File: src/rtl/lsu_mem_ctrl.sv
// Load/store initiator: word-aligned memory accesses, read-modify-write for sub-word stores,
// sign/zero-extended loads. Define LSU_MISALIGN_TRAP_EN to turn misaligned H/W accesses into errors.
module lsu_mem_ctrl #(
  parameter int ADDR_WIDTH = 32,
  parameter int DATA_WIDTH = 32
) (
  input  logic                  clk,
  input  logic                  rst_n,
  input  logic                  req,
  input  logic                  we,
  input  logic [2:0]            funct3,
  input  logic [ADDR_WIDTH-1:0] addr,
  input  logic [DATA_WIDTH-1:0] wdata,
  output logic                  ready,
  output logic                  done,
  output logic                  err,
  output logic [DATA_WIDTH-1:0] rd_data,
  output logic [ADDR_WIDTH-1:0] mem_addr,
  output logic                  mem_wr_en,
  output logic [DATA_WIDTH-1:0] mem_wr_data,
  input  logic [DATA_WIDTH-1:0] mem_rd_data
);

  typedef enum logic [1:0] {IDLE, RD, WR, RESP} state_t;

  state_t                state_q, state_d;
  logic                  we_q, we_d;
  logic [2:0]            f3_q, f3_d;
  logic [ADDR_WIDTH-1:0] addr_q, addr_d;
  logic [DATA_WIDTH-1:0] wdata_q, wdata_d;
  logic [DATA_WIDTH-1:0] buf_q, buf_d;
  logic [DATA_WIDTH-1:0] rd_data_q, rd_data_d;
  logic                  err_q, err_d;

  logic                  illegal;
  logic                  misalign;
  logic [1:0]            lane;
  logic [DATA_WIDTH-1:0] shifted;
  logic [DATA_WIDTH-1:0] load_ext;
  logic [3:0]            mask;
  logic [DATA_WIDTH-1:0] rep;
  logic [DATA_WIDTH-1:0] merged;

  assign illegal = (funct3 == 3'b011) || (funct3 == 3'b110) || (funct3 == 3'b111) ||
                   (funct3[2] && we);

`ifdef LSU_MISALIGN_TRAP_EN
  assign misalign = ((funct3[1:0] == 2'b01) && addr[0]) ||
                    ((funct3[1:0] == 2'b10) && (addr[1:0] != 2'b00));
`else
  assign misalign = 1'b0;
`endif

  // Without trapping, misaligned low bits are simply dropped: halves use addr[1], words lane 0.
  always_comb begin
    lane = 2'b00;
    if (f3_q[1:0] == 2'b00)      lane = addr_q[1:0];
    else if (f3_q[1:0] == 2'b01) lane = {addr_q[1], 1'b0};
  end

  always_comb begin
    shifted  = mem_rd_data >> {lane, 3'b000};
    load_ext = shifted;
    case (f3_q)
      3'b000:  load_ext = {{24{shifted[7]}}, shifted[7:0]};
      3'b001:  load_ext = {{16{shifted[15]}}, shifted[15:0]};
      3'b100:  load_ext = {24'b0, shifted[7:0]};
      3'b101:  load_ext = {16'b0, shifted[15:0]};
      default: load_ext = shifted;
    endcase
  end

  always_comb begin
    mask = 4'hF;
    rep  = wdata_q;
    if (f3_q[1:0] == 2'b00) begin
      mask = 4'b0001 << lane;
      rep  = {4{wdata_q[7:0]}};
    end else if (f3_q[1:0] == 2'b01) begin
      mask = 4'b0011 << lane;
      rep  = {2{wdata_q[15:0]}};
    end
    for (int i = 0; i < 4; i++) begin
      merged[8*i +: 8] = mask[i] ? rep[8*i +: 8] : buf_q[8*i +: 8];
    end
  end

  always_comb begin
    state_d   = state_q;
    we_d      = we_q;
    f3_d      = f3_q;
    addr_d    = addr_q;
    wdata_d   = wdata_q;
    buf_d     = buf_q;
    rd_data_d = rd_data_q;
    err_d     = err_q;
    case (state_q)
      IDLE: begin
        if (req) begin
          we_d    = we;
          f3_d    = funct3;
          addr_d  = addr;
          wdata_d = wdata;
          err_d   = illegal || misalign;
          if (illegal || misalign)        state_d = RESP;
          else if (we && funct3 == 3'b010) state_d = WR;
          else                             state_d = RD;
        end
      end
      RD: begin
        buf_d = mem_rd_data;
        if (we_q) begin
          state_d = WR;
        end else begin
          rd_data_d = load_ext;
          state_d   = RESP;
        end
      end
      WR:      state_d = RESP;
      RESP:    state_d = IDLE;
      default: state_d = IDLE;
    endcase
  end

  always_ff @(posedge clk) begin
    if (!rst_n) begin
      state_q   <= IDLE;
      we_q      <= 1'b0;
      f3_q      <= 3'b000;
      addr_q    <= '0;
      wdata_q   <= '0;
      buf_q     <= '0;
      rd_data_q <= '0;
      err_q     <= 1'b0;
    end else begin
      state_q   <= state_d;
      we_q      <= we_d;
      f3_q      <= f3_d;
      addr_q    <= addr_d;
      wdata_q   <= wdata_d;
      buf_q     <= buf_d;
      rd_data_q <= rd_data_d;
      err_q     <= err_d;
    end
  end

  assign ready       = (state_q == IDLE);
  assign done        = (state_q == RESP);
  assign err         = (state_q == RESP) && err_q;
  assign rd_data     = rd_data_q;
  assign mem_addr    = {addr_q[ADDR_WIDTH-1:2], 2'b00};
  // Gating with rst_n lets a reset asserted during WR kill the write at that same edge.
  assign mem_wr_en   = (state_q == WR) && rst_n;
  assign mem_wr_data = merged;

endmodule

File: config.mk
export PLATFORM = sky130hd
export DESIGN_NAME = lsu_mem_ctrl
export DESIGN_NICKNAME = d
export VERILOG_FILES = /design/src/rtl/lsu_mem_ctrl.sv
export SDC_FILE = /design/constraint.sdc
export NUM_CORES = 1
export LEC_CHECK = 0
export ABC_AREA = 1
export CAP_MARGIN = 30
export CORE_UTILIZATION = 40
export CTS_CLUSTER_DIAMETER = 120
export DETAILED_ROUTE_END_ITERATION = 16
export PLACE_DENSITY = 0.83
export SYNTH_ARGS = -nofsm -noshare
export SYNTH_HDL_FRONTEND = slang
export SYNTH_SLANG_ARGS = --single-unit
File: constraint.sdc
create_clock -name clk -period 1.9 [get_ports clk]
set_input_delay 0.57 -clock clk [delete_from_list [all_inputs] [get_ports clk]]
set_output_delay 0.57 -clock clk [all_outputs]
set_load 0.05 [all_outputs]
==> results.json, run 1 <==
{
  "dieArea_um2": 16900,
  "dp_cells": 1325,
  "place_area_um2": 9210,
  "power_density_nw_per_um2": 1820,
  "total_power_mw": 18.3,
  "path_clk_slew_ns": 0.06,
  "setup_viol": 32,
  "drt_first_pass_iters": 12,
  "numCtsBuffers": 17,
  "synth_warnings": 0,
  "rsz0062_at_grt": "yes",
  "yosysSeqAreaShare_pct": 41.2,
  "syn_to_final_growth_pct": 53.2,
  "finalWorstSetupSlack_ns": -0.514,
  "cts_tree": "done",
  "synth_fa_ha_area_share_pct": 0.762,
  "fin_crit_sh_pct": 127,
  "nNetsFinal": 1241,
  "ctsHtreeMaxLevel": 4,
  "clk_path_buf_depth": 2,
  "violations": "setup timing",
  "rows": 46,
  "slowest_delay_ns": 0.37,
  "diodes": 0,
  "final_util_pct": 63.1,
  "postRouteAntennaNets": 0,
  "synth_top_family_by_area": "simple AND/OR/NAND/NOR gates",
  "insertion_delay_ns": 0.41,
  "drive_gt1_share_pct": 22.5,
  "fmax_mhz": 414,
  "crit_type": "reg2out",
  "synth_area_um2": 6570,
  "cts_root_buf": "clkbuf_16",
  "wl_per_cell_um": 15.5,
  "path_max_fanout": 7,
  "crit_chain": "buf_6 > nor2_8 > nand2_4 > inv_4 > a21oi_4 > buf_12 > nor2_2 > a31oi_4 > buf_12",
  "rrSetupSlack_ns": 0.18,
  "grtUsageTotal_pct": 24.9,
  "core_um2": 15900,
  "cap_violations": 0,
  "routabilityCongestion": 0.909,
  "numPortBuffers": 200,
  "fp.dieH_um": 130,
  "worst-path-buf-inv": 4,
  "fin_skew_ns": 0.00447,
  "finalNonFillerCells": 1363,
  "yosys.area_share.simple_pct": 27.4,
  "hold_ws_ns": 0.483,
  "synth_cell_types": 31,
  "drt_iter0_markers": 550,
  "synthCells": 962,
  "crit_arrival_ns": 1.84,
  "finalHoldViolCount": 0,
  "synthXorXnorAreaFrac_pct": 0,
  "synth-edff-count": 0,
  "cp_common_cell": "buf_12",
  "synth_mux_area_share_pct": 1.37,
  "ys_async_sr_fraction_pct": 0,
  "antenna_found_initial": 0,
  "vias": 6944,
  "power_leakage_nw": 4.45,
  "via_per_inst": 5.09,
  "irDropWorstVdd_mv": 0.938,
  "start_kind": "flop",
  "slowest_stage": "dfxtp_4",
  "worst_setup_path_end_kind": "output pin",
  "synth.avg_cell_area_um2": 6.82,
  "period_minus_slack_ns": 2.41,
  "synthFlopType": "dfxtp_1",
  "required_ns": 1.33,
  "fin_area_um2": 10100,
  "status": "finished with violations",
  "initial_core_util_pct": 41.2,
  "drt-total-wl_um": 21100,
  "ios": 203,
  "grt_pass1_vias": 6455,
  "cts.sinks": 135,
  "grt_max_degree": 57,
  "cpLargestDelayFamily": "buffers and inverters",
  "dp_hpwl_um": 15600,
  "grt_pass1_wl_um": 32100,
  "min_path_type": "reg2reg",
  "gr-total-overflow": 0,
  "drcViolationCount": 0,
  "synth_compound_area_share_pct": 16.0,
  "slew_violations": 0,
  "synth-seq-cells": 135,
  "die_w_um": 130
}
==> routing by layer <==
metal  vias to the layer above  track usage, %  part of all wire [%]
met4                         0            12.3                   3.8
met2                       359            41.6                    48
met5                         -               0                     0
li1                       3395               -                     -
met3                        57            6.72                   8.7
met1                      3133            29.4                    40
==> worst register-to-register path, delay by kind of cell, from the launching register on <==
| kind | cells | cell delay, ns |
|---|---|---|
| AND/OR/NAND/NOR | 7 | 0.71 |
| flip-flops | 1 | 0.36 |
| buffers and inverters | 4 | 0.56 |
==> logic make-up after synthesis <==
| kind of cell | count (synthesis) |
|---|---|
| mux | 8 |
| fa+ha+maj | 4 |
| flops | 135 |
| buf+inv | 181 |
| other cells | 1 |
| simple gates | 441 |
| compound gates | 192 |
==> layout make-up <==
type | count | area (um2)
fillers | 1323 | 5880
multi-input cells | 647 | 3510
flip-flops and latches | 135 | 2720
repair buffers | 245 | 2600
clock buffers | 18 | 439
inverters | 88 | 340
well taps | 216 | 270
clock inverters | 14 | 174
==> power breakdown <==
part	switching, mW	leakage [nW]	internal (mW)
combinational	6.40	3.05	4.18
sequential	0.657	1.11	3.68
clock	1.29	0.289	2.11
total	8.34	4.45	9.97
==> Yosys cell counts (2+ instances only) <==
cell / instances / share of area (%)
ha_1: 4 / 0.76
clkbuf_1: 34 / 1.9
inv_2: 3 / 0.17
a21oi_1: 45 / 3.4
a21oi_4: 2 / 0.50
o21ai_1: 4 / 0.30
o21ai_0: 113 / 8.6
nand2_1: 124 / 7.1
buf_4: 38 / 4.3
nor2_1: 235 / 13
dfxtp_1: 135 / 41
buf_2: 17 / 1.3
buf_6: 3 / 0.51
mux2_2: 8 / 1.4
nand3_1: 73 / 5.6
inv_1: 83 / 4.7
nand2_2: 2 / 0.19
nand3_2: 3 / 0.46
a31oi_1: 16 / 1.5
a41oi_1: 8 / 1.1
o221ai_1: 2 / 0.27
==> path summary, 6_finish.rpt <==
path / end / depth (start not counted) / start
worst max register to register: rd_data[31]$_SDFFE_PN0P_ / 11 / f3_q[1]$_SDFFE_PN0P_
worst min-delay path: addr_q[19]$_SDFFE_PN0P_ / 2 / addr_q[19]$_SDFFE_PN0P_
worst max-delay path: mem_wr_data[17] / 9 / f3_q[1]$_SDFFE_PN0P_
worst min register to register: addr_q[19]$_SDFFE_PN0P_ / 2 / addr_q[19]$_SDFFE_PN0P_
==> through the flow <==
step / TNS (ns) / setup slack [ns]
final: -15.17 / -0.514
after global routing: -17.52 / -0.582
after CTS: -15.68 / -0.547
after detailed placement: -2.24 / -0.151
after global placement: -1.46 / -0.105
after floorplan: -1.43 / -0.135
==> cells in the final DEF, fill, tap and decap left out, types with 4 or more instances in the layout <==
master and count:
nor2_1 216, nand2_2 4, inv_2 5, o21ai_1 4, buf_12 37, clkbuf_16 18
nand2_1 120, nor2_4 7, clkinvlp_4 4, inv_1 79, a21oi_1 45, buf_4 97
a41oi_4 5, mux2_4 8, nor2_2 12, buf_6 7, dfxtp_1 130, o21ai_0 113
clkdlybuf4s50_1 101, nand3_1 73, a31oi_4 16, inv_6 4
==> state kept, by name, indices dropped and copies added, names as in the netlist <==
signal / count
wdata_q: 32
state_q: 2
rd_data: 32
buf_q: 32
addr_q: 32
we_q: 1
err_q: 1
f3_q: 3
==> timing repair <==
action | CTS | global route
gates cloned | 1 | 1
resized for setup | 25 | 23
pin swaps | 14 | 4
setup buffers | 5 | 0
endpoints found under the setup margin | 34 | 33
hold buffers | 0 | 0
(Power assumes the default switching activity.)
==> inputs of run 2 (changes only) <==
--- a/config.mk
+++ b/config.mk
@@ -6,11 +6,14 @@
 export NUM_CORES = 1
 export LEC_CHECK = 0
 export ABC_AREA = 1
+export ABC_CLOCK_PERIOD_IN_PS = 1900
 export CAP_MARGIN = 30
 export CORE_UTILIZATION = 40
 export CTS_CLUSTER_DIAMETER = 120
 export DETAILED_ROUTE_END_ITERATION = 16
+export GPL_TIMING_DRIVEN = 0
 export PLACE_DENSITY = 0.83
+export SLEW_MARGIN = 20
 export SYNTH_ARGS = -nofsm -noshare
 export SYNTH_HDL_FRONTEND = slang
 export SYNTH_SLANG_ARGS = --single-unit
==> results.json, run 2 (synthesis results as in run 1) <==
{
  "status": "finished with violations",
  "violations": "setup timing",
  "postRouteAntennaNets": 0,
  "finalHoldViolCount": 0,
  "initial_core_util_pct": 41.2,
  "numPortBuffers": 200,
  "dieArea_um2": 16900,
  "grt_max_degree": 17,
  "place_area_um2": 9280,
  "fin_area_um2": 10400,
  "rows": 46,
  "rsz0062_at_grt": "yes",
  "layout_common_cells": "227 x nor2_1, 129 x dfxtp_1, 122 x nand2_1, 113 x o21ai_0, 101 x clkdlybuf4s50_1",
  "fin_setup_tns_ns": -16.14,
  "insertion_delay_ns": 0.43,
  "drcViolationCount": 0,
  "nNetsFinal": 1315,
  "die_w_um": 130,
  "detailedPlace.worstSlack_ns": -1.25,
  "routabilityCongestion": 0.962,
  "fmax_mhz": 407,
  "wl_per_cell_um": 16.1,
  "ios": 203,
  "drt-total-wl_um": 23100,
  "relSlewSlack_pct": 57.2,
  "drt_iter0_markers": 705,
  "irDropWorstVdd_mv": 0.966,
  "final_util_pct": 65.3,
  "cts_root_buf": "clkbuf_16",
  "core_um2": 15900,
  "crit_arrival_ns": 1.88,
  "path_clk_slew_ns": 0.06,
  "worst_setup_path_end_kind": "output pin",
  "grt_pass1_vias": 6746,
  "antenna_found_initial": 0,
  "finalWorstSetupSlack_ns": -0.555,
  "fin_skew_ns": 0.00477,
  "cts_hold_buf": 0,
  "cap_violations": 0,
  "fin_crit_sh_pct": 129,
  "dp_hpwl_um": 16600,
  "crit_type": "reg2out",
  "fillers": 1319,
  "drive_gt1_share_pct": 21.3,
  "syn_to_final_growth_pct": 58.7,
  "period_minus_slack_ns": 2.45,
  "slew_violations": 0,
  "via_per_inst": 5.10,
  "cts_tree": "done",
  "start_kind": "flop",
  "ctsHtreeMaxLevel": 4,
  "vias": 7328,
  "path_max_fanout": 9,
  "cts.sinks": 135,
  "grtUsageTotal_pct": 26.9,
  "diodes": 0,
  "mostFrequentLayoutCell": "nor2_1",
  "power_leakage_nw": 4.64,
  "gr-total-overflow": 0,
  "min_path_type": "reg2reg",
  "tightest_slew_ns": 0.642,
  "clk_path_buf_depth": 2,
  "grt_pass1_wl_um": 34100,
  "drt_first_pass_iters": 5,
  "fp.dieH_um": 130,
  "setup_viol": 32,
  "numCtsBuffers": 17,
  "power_density_nw_per_um2": 1760,
  "required_ns": 1.33
}
==> run 2: cell types whose count changed in the layout (fill, tap and decap cells not counted), sizes merged <==
cell and delta:
clkdlybuf4s15 +46, clkbuf +37, buf -24, dlygate4sd2 +15, inv -3, bufinv +2
==> run 2: worst paths after layout <==
kind                           startpoint                      end  slack, ns  cells past startpoint
setup / recovery     f3_q[1]$_SDFFE_PN0P_           mem_wr_data[9]      -0.55                      9
hold / removal     addr_q[8]$_SDFFE_PN0P_   addr_q[8]$_SDFFE_PN0P_       0.48                      2
setup reg to reg  state_q[1]$_SDFFE_PN0P_  rd_data[0]$_SDFFE_PN0P_       0.13                      9
hold reg to reg    addr_q[8]$_SDFFE_PN0P_   addr_q[8]$_SDFFE_PN0P_       0.48                      2
==> run 2: layout make-up <==
class	instances	area (um2)	share of cell area, %
multi-input combinational	647	3480	33.4
inverter	88	345	3.32
clock inverter	13	204	1.96
tap	216	270	2.59
timing repair buffer	227	2350	22.6
sequential	135	2720	26.1
clock buffer	18	439	4.22
buffer	92	606	5.81
==> run 2: repair_timing <==
action | 4_1_cts | 5_1_grt
buffers inserted | 18 | 8
pin swaps | 11 | 6
cloned | 1 | 0
endpoints found under the hold margin | 0 | 0
gates resized for setup | 398 | 58
setup endpoints to repair | 148 | 155
==> run 2: per-stage QoR <==
stage	hold slack [ns]	power [mW]	cells
floorplan	0.455	11.0	963
global placement	0.463	13.7	1379
detailed placement	0.472	13.8	1379
CTS	0.485	17.9	1429
global route	0.503	19.2	1436
finish	0.480	18.4	1436
==> run 2: report_power, final <==
| group | internal, mW | switching (mW) |
|---|---|---|
| logic | 3.88 | 6.61 |
| registers | 3.68 | 0.572 |
| clock network | 2.35 | 1.27 |
| total | 9.91 | 8.45 |
==> run 2: critical path, stage by stage, from the launching register on <==
cell and delay (ns):
dfxtp_4 0.38, inv_6 0.11, nand2_8 0.06, inv_6 0.10, a21oi_4 0.06, buf_6 0.14
buf_12 0.13, buf_12 0.12, a31oi_4 0.17, buf_6 0.18
==> run 2: per-layer routing <==
metal	vias to the layer above	track usage [%]	share of wire (%)
li1	3555	-	-
met2	386	44.6	47
met4	0	11.6	3.8
met3	82	8.65	9.9
met1	3305	31.8	39
met5	-	0	0
==> variant 1 (config.mk and constraints of run 1) <==
Set the parameter `ADDR_WIDTH` to 28 (it was 32).
--- a/src/rtl/lsu_mem_ctrl.sv
+++ b/src/rtl/lsu_mem_ctrl.sv
@@ -1,7 +1,7 @@
 // Load/store initiator: word-aligned memory accesses, read-modify-write for sub-word stores,
 // sign/zero-extended loads. Define LSU_MISALIGN_TRAP_EN to turn misaligned H/W accesses into errors.
 module lsu_mem_ctrl #(
-  parameter int ADDR_WIDTH = 32,
+  parameter int ADDR_WIDTH = 28,
   parameter int DATA_WIDTH = 32
 ) (
   input  logic                  clk,
Interface: changed (resized addr and mem_addr); port bits go from 203 to 195. The function was not compared with the original's and may differ.
==> variant 1 against run 1 <==
  * The flow still finishes with violations (negative setup slack)
  * Sequential share of layout area is 0.24 points higher
  * Clock skew is 0.54 ps lower
  * Power decreased by 30%
  * Critical path type unchanged
  * Worst setup slack improved by 12 ps
  * Cell area fell by 3.8%
  * Sequential cell count down 4
  * Maximum frequency increased by 0.51%
  * Via count fell by 2.8%
  * Synthesized area fell by 3.7%
  * First-iteration DRC count rose by 14%
  * Routed wire length grew 0.92%
  * Critical endpoint is now mem_wr_data[27]
  * Clock power fell by 6.8%
==> variant 1: results (changes against run 1) <==
Synthesis
  • Yosys cell types: 29 (-6.5%)
  • Seq/Total Area, Yosys: 41.5% (+0.31 points)
  • Largest cells by area after synthesis: dfxtp_1 41%, nor2_1 12%, o21ai_0 8.8%
  • Post-synth top cells: 206 x nor2_1, 131 x dfxtp_1, 125 x nand2_1
  • Mapped Avg Cell Area: 6.87 sq um (+0.72%)

Clocking
  • Clk_lat worst skew: 430 ps (+20 ps)
  • CTS H-tree lvls: 4 (unchanged)

Power and ir drop
  • Internal cell power: 7.52 mW (-25%)
  • Leak: 4.27 nW (-4.1%)

Run status
  • Outcome: finished, violations left
  • Violated checks: negative setup slack

Placed design
  • DP Wirelength: 15.1 mm (-3.2%)
  • Buffers on Ports: 192 (-4.0%)
  • Pre-CTS worst setup slack: -81.2 ps (+69.4 ps)
  • Placer Congestion: 0.871 (-4.2%)
  • DP Cell Count: 1,276 (-3.7%)

Timing
  • Setup ws final: -501 ps (+12.4 ps)
  • Final hold slack: 470 ps (-12.9 ps)
  • Layout Skew: 3.92 ps (-0.545 ps)
  • Setup Total Neg Slack: -14,220 ps (+945 ps)
  • Final Setup Violations: 32 (unchanged)

Final layout
  • FILL cells: 1,343 (+1.5%)
  • Nets: 1,193 (-3.9%)
  • Layout Cells excl Fill: 1,314 (-3.6%)

Global routing
  • Largest net degree at the start of global routing: 73 (+28%)
  • Vias in the first global route: 6,416 (-0.60%)
  • All-layer global routing usage: 26.3% (+1.4 points)
  • First-pass GRT wire length: 33.3 mm (+3.8%)

Detailed routing
  • Via count: 6,752 (-2.8%)
  • Router iterations before antenna repair: 7 (-5)
  • Routed Wire Length: 21.3 mm (+0.92%)

Worst setup path
  • R2r endpoint: rd_data[12]
  • Crit Path Max Fanout: 5 (-2)

Worst hold path
  • Hold path startpoint: err_q
variant 1: layout make-up:
| class | instances | area [sq um] | share of cell area, % |
|---|---|---|---|
| Clock buffer | 20 | 437 | 4.51 |
| Clock inverter | 12 | 134 | 1.38 |
| Inverter | 80 | 322 | 3.32 |
| Multi-Input combinational cell | 621 | 3390 | 35.0 |
| Sequential cell | 131 | 2640 | 27.2 |
| Tap cell | 211 | 264 | 2.73 |
| Timing Repair Buffer | 239 | 2500 | 25.8 |
variant 1: timing repair:
action | 4_1_cts | 5_1_grt
pin swaps | 10 | 2
setup buffers | 4 | 1
resized for setup | 33 | 7
cloned | 0 | 1
endpoints found under the setup margin | 34 | 34
variant 1: cells by family (layout without fill, tap and decap cells):
group,after synthesis,after routing,synth area share [%]
AO/OA/AOI/OAI,194,194,16.8
adder cells (fa/ha/maj),4,4,0.791
buffers and inverters,169,351,12.5
flip-flops,131,131,41.5
multiplexers,8,8,1.42
other,1,2,0.0593
AND/OR/NAND/NOR,413,413,26.9
variant 1: worst max-delay path by stage:
| stage | slack (ps) | from | end |
|---|---|---|---|
| after global placement | -60 | f3_q[1] | mem_wr_data[14] |
| after detailed placement | -80 | f3_q[1] | mem_wr_data[14] |
| final | -500 | addr_q[1] | mem_wr_data[27] |
| after global routing | -530 | f3_q[1] | mem_wr_data[27] |
| after floorplan | -140 | f3_q[1] | mem_wr_data[24] |
| after CTS | -460 | f3_q[1] | mem_wr_data[6] |
variant 1: critical path, cell delays in order, from the launching register on:
cell and delay [ps]:
dfxtp_4 380, inv_2 70, a22oi_2 280, buf_6 180, nor2_2 50, a41oi_2 250
buf_12 180
variant 1: power groups by stage:
| stage | Clock (mW) | Sequential [mW] | Combinational (mW) |
|---|---|---|---|
| after floorplan | 0 | 3.89 | 3.48 |
| after global placement | 0 | 3.57 | 5.78 |
| after detailed placement | 0 | 3.59 | 5.85 |
| after CTS | 3.21 | 3.55 | 5.97 |
| after global routing | 3.33 | 3.62 | 6.37 |
| final | 3.17 | 3.57 | 6.02 |
variant 1: layer usage:
| layer | vias up | track usage (%) | part of all wire, % |
|---|---|---|---|
| met5 | - | 0 | 0 |
| met4 | 0 | 10.1 | 3.5 |
| met3 | 50 | 6.72 | 6.8 |
| met2 | 295 | 42.9 | 47 |
| met1 | 3113 | 33.4 | 42 |
| li1 | 3294 | - | - |
==> variant 2 (config.mk and constraints of run 1) <==
Without the edit above. Reset style: asynchronous (`rst_n`), changed in one clocked block.
--- a/src/rtl/lsu_mem_ctrl.sv
+++ b/src/rtl/lsu_mem_ctrl.sv
@@ -122,7 +122,7 @@
     endcase
   end
 
-  always_ff @(posedge clk) begin
+  always_ff @(posedge clk or negedge rst_n) begin
     if (!rst_n) begin
       state_q   <= IDLE;
       we_q      <= 1'b0;
Check against the original RTL: differs if rst_n is asserted again (counterexample within 4 cycles, from zero or initial values and one cycle with rst_n low); with rst_n held inactive, the same outputs for 4 cycles.
==> variant 2 against run 1 <==
  * The run still ends with negative setup slack left
  * Non-clock buffer count rose by 23
  * Sequential cell count did not move
  * Cell area grew 7.6%
  * Worst setup slack worse by 72 ps
  * Register-to-register slack lost 130 ps
  * Synthesized cell count fell by 4.1%
  * First-iteration DRC count rose by 6.2%
  * Clock skew increased by 6.2 ps
  * Synthesized area grew 7.6%
  * Utilization down 0.54 points
  * Routed wire length rose by 6.0%
  * Critical path depth is 1 lower
  * Largest cell class is now sequential cells
Power is left out: the tool's default activity adds up to more than one toggle a clock period on the data nets, which glitch-free logic cannot reach.
==> variant 2: results (changes against run 1) <==
Timing
  • Final Setup Violations: 32 (unchanged)
  • Setup Total Neg Slack: -17,050 ps (-1890 ps)
  • Setup ws final: -586 ps (-72.4 ps)
  • Final hold slack: 254 ps (-229 ps)

Detailed routing
  • Wl on met1: 8.77 mm (+4.3%)
  • Avg Vias per Cell: 5.04 (-1.1%)

Synthesis
  • Largest cells by area after synthesis: dfrtp_1 48%, nand2_1 19%, o21ai_0 6.1%
  • Yosys cell types: 34 (+9.7%)
  • Post-synthesis mux area share: 0% (-1.4 points)
  • Compound-Gate Fraction of Synth Area: 10.1% (-5.9 points)

Clocking
  • PostCTS Resize Cnt: 41 (+64%)

Run status
  • Violated checks: negative setup slack
  • Outcome: finished, violations left

Global routing
  • M3 GR Usage: 7.28% (+0.56 points)
  • First-pass GRT wire length: 34.9 mm (+9.0%)
  • Vias in the first global route: 6,841 (+6.0%)

Worst hold path
  • Hold Path Class: in -> async

Final layout
  • Inverters: 95 (+8.0%)
  • Non-clk bufs: 268 (+9.4%)
  • Layout cells sized above 1: 26.9% (+4.4 points)
  • Nets: 1,237 (-0.32%)
  • Clock buf count: 21 (+3)
  • FILL cells: 1,417 (+7.1%)

Worst setup path
  • Data arrival time of the critical path: 1920 ps (+80 ps)
  • Crit Path Max Fanout: 8 (+1)

Placed design
  • DP Cell Count: 1,320 (-0.38%)

Die
  • Core Footprint: 17,300 sq um (+8.5%)
variant 2: cell types whose count changed in the layout (fill, tap and decap cells not counted), sizes merged, moves of 7 or more:
cell,change
o21ai,-31
nand2,+243
buf,+24
a41oi,-7
a21oi,-31
or2,+15
nor2,-223
o211ai,+17
a31oi,-12
dfrtp,+135
dfxtp,-135
mux2,-8
variant 2: critical path: cells and delay by family (launching register included):
family                 cells  cell delay, ps
buffers and inverters      4             610
DFF                        1             400
AOI/OAI and AO/OA          2             340
and+or+nand+nor            2             110
variant 2: worst paths after layout:
check | from | endpoint | slack, ps | cells after the start
min in group clk | buf_q[5] | buf_q[5] | 470 | 2
hold reg to reg | buf_q[5] | buf_q[5] | 470 | 2
setup reg to reg | f3_q[1] | rd_data[18] | 50 | 11
setup / recovery | f3_q[1] | mem_wr_data[11] | -590 | 8
max in group asynchronous | rst_n | state_q[1] | 1000 | 2
hold / removal | rst_n | rd_data[4] | 250 | 2
